===== src/rtl/rvdmi_pkg.sv =====
// Shared types and encodings for the DMI request sequencer.
// Status codes follow the DTM dmistat/op encoding.
package rvdmi_pkg;

    typedef enum logic [1:0] {
        ST_IDLE = 2'd0,
        ST_REQ  = 2'd1,
        ST_RSP  = 2'd2
    } state_e;

    localparam logic [1:0] DMI_OK     = 2'd0;
    localparam logic [1:0] DMI_FAILED = 2'd2;
    localparam logic [1:0] DMI_BUSY   = 2'd3;

    // Strobe pair encoding is {wr, rd}
    localparam logic [1:0] OP_NONE  = 2'b00;
    localparam logic [1:0] OP_READ  = 2'b01;
    localparam logic [1:0] OP_WRITE = 2'b10;
    localparam logic [1:0] OP_RSVD  = 2'b11;

    function automatic logic [1:0] busy_merge(input logic [1:0] s);
        return (s == DMI_FAILED) ? DMI_FAILED : DMI_BUSY;
    endfunction

endpackage


===== src/rtl/rvdmi_timeout.sv =====
// Saturating access timer; expired flags the cycle whose count
// completes TIMEOUT_CYCLES busy cycles. Zero disables it.
module rvdmi_timeout #(
    parameter int unsigned TIMEOUT_CYCLES = 255
) (
    input  logic clk,
    input  logic rst,
    input  logic clear,
    input  logic enable,
    output logic expired
);

    localparam int unsigned CW =
        (TIMEOUT_CYCLES == 0) ? 1 : $clog2(TIMEOUT_CYCLES + 1);
    localparam logic [CW-1:0] MAX = CW'(TIMEOUT_CYCLES);
    localparam logic [CW-1:0] LAST =
        CW'((TIMEOUT_CYCLES == 0) ? 0 : TIMEOUT_CYCLES - 1);
    localparam logic ENABLED = (TIMEOUT_CYCLES != 0);

    logic [CW-1:0] cnt;

    always_ff @(posedge clk or posedge rst) begin
        if (rst) begin
            cnt <= '0;
        end else if (clear) begin
            cnt <= '0;
        end else if (enable && cnt != MAX) begin
            cnt <= cnt + CW'(1);
        end
    end

    assign expired = ENABLED && enable && (cnt >= LAST);

endmodule


===== src/rtl/rvdmi_sequencer.sv =====
// DTM-side DMI sequencer: one outstanding bus access with
// busy/failed sticky status, timeout and hard-reset abort.
module rvdmi_sequencer
    import rvdmi_pkg::*;
#(
    parameter int unsigned AWIDTH         = 7,
    parameter int unsigned TIMEOUT_CYCLES = 255,
    parameter logic [2:0]  IDLE_HINT      = 3'd1
) (
    input  logic              clk,
    input  logic              rst,
    input  logic              req_wr_en,
    input  logic              req_rd_en,
    input  logic [AWIDTH-1:0] req_addr,
    input  logic [31:0]       req_wdata,
    input  logic              dmi_reset,
    input  logic              dmi_hard_reset,
    output logic              dmi_req_valid,
    input  logic              dmi_req_ready,
    output logic              dmi_req_write,
    output logic [AWIDTH-1:0] dmi_req_addr,
    output logic [31:0]       dmi_req_wdata,
    input  logic              dmi_rsp_valid,
    input  logic              dmi_rsp_error,
    input  logic [31:0]       dmi_rsp_rdata,
    output logic [31:0]       rd_data,
    output logic [1:0]        rd_status,
    output logic [1:0]        dmi_stat,
    output logic [2:0]        idle,
    output logic              busy
);

    state_e            state, state_d;
    logic              write_d;
    logic [AWIDTH-1:0] addr_d;
    logic [31:0]       wdata_d;
    logic [31:0]       rdata_d;
    logic [1:0]        rs_d;
    logic [1:0]        stat_d;
    logic [1:0]        stat_base;
    logic [1:0]        op;
    logic              strobe;
    logic              launch;
    logic              expired;

    rvdmi_timeout #(
        .TIMEOUT_CYCLES(TIMEOUT_CYCLES)
    ) u_timeout (
        .clk    (clk),
        .rst    (rst),
        .clear  (launch | dmi_hard_reset),
        .enable (state != ST_IDLE),
        .expired(expired)
    );

    assign op     = {req_wr_en, req_rd_en};
    assign strobe = (op == OP_READ) || (op == OP_WRITE);

    // dmi_reset clears ahead of anything else decided this cycle
    assign stat_base = dmi_reset ? DMI_OK : dmi_stat;

    always_comb begin
        state_d = state;
        write_d = dmi_req_write;
        addr_d  = dmi_req_addr;
        wdata_d = dmi_req_wdata;
        rdata_d = rd_data;
        rs_d    = rd_status;
        stat_d  = dmi_stat;
        launch  = 1'b0;
        if (dmi_hard_reset) begin
            state_d = ST_IDLE;
            rs_d    = DMI_OK;
            stat_d  = DMI_OK;
        end else begin
            stat_d = stat_base;
            if (state != ST_IDLE && strobe) begin
                stat_d = busy_merge(stat_base);
                rs_d   = DMI_BUSY;
            end
            unique case (state)
                ST_IDLE: begin
                    if (strobe) begin
                        if (stat_base == DMI_OK) begin
                            state_d = ST_REQ;
                            launch  = 1'b1;
                            write_d = (op == OP_WRITE);
                            addr_d  = req_addr;
                            wdata_d = req_wdata;
                        end else begin
                            rs_d = stat_base;
                        end
                    end
                end
                ST_REQ: begin
                    if (expired) begin
                        state_d = ST_IDLE;
                        rs_d    = DMI_FAILED;
                        stat_d  = DMI_FAILED;
                    end else if (dmi_req_ready) begin
                        state_d = ST_RSP;
                    end
                end
                ST_RSP: begin
                    // A response in the expiry cycle still completes the access
                    if (dmi_rsp_valid) begin
                        state_d = ST_IDLE;
                        if (dmi_rsp_error) begin
                            rs_d   = DMI_FAILED;
                            stat_d = DMI_FAILED;
                        end else begin
                            rs_d = DMI_OK;
                            if (!dmi_req_write) begin
                                rdata_d = dmi_rsp_rdata;
                            end
                        end
                    end else if (expired) begin
                        state_d = ST_IDLE;
                        rs_d    = DMI_FAILED;
                        stat_d  = DMI_FAILED;
                    end
                end
                default: state_d = ST_IDLE;
            endcase
        end
    end

    always_ff @(posedge clk or posedge rst) begin
        if (rst) begin
            state         <= ST_IDLE;
            dmi_req_write <= 1'b0;
            dmi_req_addr  <= '0;
            dmi_req_wdata <= '0;
            rd_data       <= '0;
            rd_status     <= DMI_OK;
            dmi_stat      <= DMI_OK;
        end else begin
            state         <= state_d;
            dmi_req_write <= write_d;
            dmi_req_addr  <= addr_d;
            dmi_req_wdata <= wdata_d;
            rd_data       <= rdata_d;
            rd_status     <= rs_d;
            dmi_stat      <= stat_d;
        end
    end

    assign dmi_req_valid = (state == ST_REQ);
    assign busy          = (state != ST_IDLE);
    assign idle          = IDLE_HINT;

endmodule


===== config.mk =====
export PLATFORM = sky130hd
export DESIGN_NAME = rvdmi_sequencer
export DESIGN_NICKNAME = d
export VERILOG_FILES = /design/src/rtl/rvdmi_pkg.sv /design/src/rtl/rvdmi_timeout.sv /design/src/rtl/rvdmi_sequencer.sv
export SDC_FILE = /design/constraint.sdc
export NUM_CORES = 1
export LEC_CHECK = 0
export BUFFER_PORTS_ARGS = -buffer_cell sky130_fd_sc_hd__buf_2
export CAP_MARGIN = 40
export CORE_MARGIN = 2
export CORE_UTILIZATION = 25
export CTS_BUF_LIST = sky130_fd_sc_hd__clkbuf_4
export DETAILED_ROUTE_END_ITERATION = 7
export PLACE_DENSITY = 0.44
export SLEW_MARGIN = 20
export SYNTH_ARGS = -nofsm -noshare
export SYNTH_HDL_FRONTEND = slang
export SYNTH_SLANG_ARGS = --single-unit

===== constraint.sdc =====
create_clock -name clk -period 3.4 [get_ports clk]
set_input_delay 0.51 -clock clk [delete_from_list [all_inputs] [get_ports clk]]
set_output_delay 0.51 -clock clk [all_outputs]
set_load 0.02 [all_outputs]

==> out/metrics.cfg <==
[layout]
final_core_util_pct = 33.1
drive_gt1_share_pct = 58.1
mostFrequentLayoutCells = 157 x buf_2, 86 x dfrtp_1, 72 x mux2_2
nets = 524
n_antenna_cell = 0
finalInstanceArea_sq_um = 4850
layout_commonest_cell = buf_2
areaGrowthSynthToFinish_pct = 28.5
final_cells = 626

[route]
ant_nets = 0
wirelength_um = 8870
firstDrtPassIters = 4
num_vias = 2763
vias_per_cell = 4.41
drc = 0
wl_per_cell_um = 14.2
first_iter_violations = 93

[yosys]
ys_seq_area_share_pct = 57.0
synth.avg_cell_area_sq_um = 13.6
syn-cell-area_sq_um = 3770
synth_top_flop_cell = dfrtp_1
synth-edff-count = 0
synth_cell_types = 49
synthArstFlopShare_pct = 100
synth_cells = 277
synth_warnings = 0
ys_seq_elements = 86

[timing]
final-setup-viol-count = 0
finalHoldViolations = 0
tightest_slew_ns = 0.582
max_freq_mhz = 441
hold_ws_ns = 0.0815
rsz0062_at_grt = no
min_period_ns = 2.27
tns_ns = 0
min_period_over_period_pct = 66.7
relSlewSlack_pct = 61.2
finClkSkew_ns = 0.0140
slew_viol_final = 0

[global_route]
overflow = 0
grt_max_degree = 41
grt_pass1_vias = 2930
antenna_found_initial = 0
track_usage_pct = 11.5
grt_first_pass_wirelength_um = 14600

[placed_design]
placed_area_sq_um = 4730
dp.cells = 610
place_congestion = 0.763
dp_hpwl_um = 6590
portBuffers = 157

[critical_path]
cp-start-kind = flop
cp-end-kind = output port
worstPathMaxFanout = 11
critPathKind = flop to output port
critPathLaunch = state[0]
critPathRequiredTime_ns = 2.89
arrival_ns = 1.76
reg2reg_from = state[0]

[clock_tree]
path_clk_slew_ns = 0.14
cts_buffer_depth = 2
cts_hold_buf = 0
cts_setup_buffers = 0
clock_sinks = 86
cts_tree = built
clock_latency_ns = 0.45
htreeDepth = 3
cts_inserted_buffers = 9
cts_root_buf = clkbuf_4
cts_resized = 0

[flow_run]
maxCapViolCount = 0

[die]
io_pins = 161
core_sq_um = 14600
fp.dieH_um = 127
die_w_um = 127
dieArea_sq_um = 16100
initial_core_util_pct = 25.8
fp-row-count = 44

[power]
peakVddDrop_mv = 0.450
cellPowerDensity_nw_per_um2 = 854
leakage_uw = 0.00243

[run_status]
status = finished clean

[worst_hold_path]
min_path_type = input pin to async pin

[synth_stat cells (3+ instances only)]
| library cell | number | area (sq um) |
|---|---|---|
| o21ai_0 | 3 | 15.0 |
| nand2_1 | 8 | 30.0 |
| buf_2 | 5 | 25.0 |
| nand2b_1 | 6 | 37.5 |
| ha_1 | 7 | 87.6 |
| nor3_1 | 4 | 20.0 |
| nor2_1 | 13 | 48.8 |
| a211oi_1 | 3 | 22.5 |
| o211ai_1 | 3 | 22.5 |
| mux2_2 | 72 | 811 |
| dfrtp_1 | 86 | 2150 |
| a21oi_1 | 4 | 20.0 |
| xnor2_1 | 3 | 26.3 |
| buf_6 | 3 | 33.8 |
| inv_1 | 11 | 41.3 |
| buf_4 | 4 | 30.0 |
[worst max-delay path, cell delays in order (launching register included)]
cell,delay [ns]
dfrtp_1,0.44
inv_1,0.11
ha_1,0.42
inv_1,0.15
buf_2,0.20
[report_power, final]
part           internal [uW]  switching [uW]
combinational            805            1120
clock                    157             356
sequential              1470             242
[final timing paths]
path | end | slack (ns) | cells past startpoint
worst max-delay path | busy | 1.13 | 4
worst min register to register | rd_data[21] | 0.51 | 1
worst min-delay path | dmi_req_wdata[13] | 0.08 | 2
min in group clk | dmi_req_wdata[19] | 0.28 | 2
max in group asynchronous | rd_data[30] | 2.49 | 3
worst max register to register | rd_status[1] | 1.16 | 6
[kinds of logic (layout without fill, tap and decap cells)]
kind of cell	count (synthesis)	count (layout)	share of synthesized area, %
fa+ha+maj	7	7	2.32
xor+xnor	4	4	0.929
flops	86	86	57.0
mux	72	72	21.5
buf+inv	24	188	3.55
other cells	2	3	0.199
simple gates	47	47	7.20
compound gates	35	35	7.29
[stage by stage]
step                      setup WS, ns  power, uW
after detailed placement          1.20       3680
after floorplan                  0.668       2990
after CTS                         1.07       4220
final                             1.13       4140
after global placement            1.22       3650
after global routing             0.933       4460
[routing by layer]
| metal | wire length [um] | share of wire, % | GRT usage (%) | vias up |
|---|---|---|---|---|
| met4 | 76 | 0.86 | 2.71 | 0 |
| met2 | 4090 | 46 | 18.3 | 115 |
| met3 | 770 | 8.7 | 5.36 | 5 |
| li1 | - | - | - | 1300 |
| met5 | 0 | 0 | 0 | - |
| met1 | 3930 | 44 | 14.1 | 1343 |
[layout make-up]
type / instances / area (sq um)
Clock buffer: 10 / 75.1
Clock inverter: 6 / 38.8
Multi-Input combinational cell: 168 / 1490
Sequential cell: 86 / 2150
Fill cell: 1493 / 9800
Inverter: 11 / 42.5
Timing Repair Buffer: 161 / 816
Tap cell: 184 / 230
[flip-flops by register name (all words and copies together) (netlist names)]
register and cells:
dmi_req_wdata 32, rd_data 32, u_timeout.cnt 8, dmi_req_addr 7, dmi_stat 2, rd_status 2, state 2, dmi_req_write 1
Note: power is estimated with default switching activity, not from simulation.
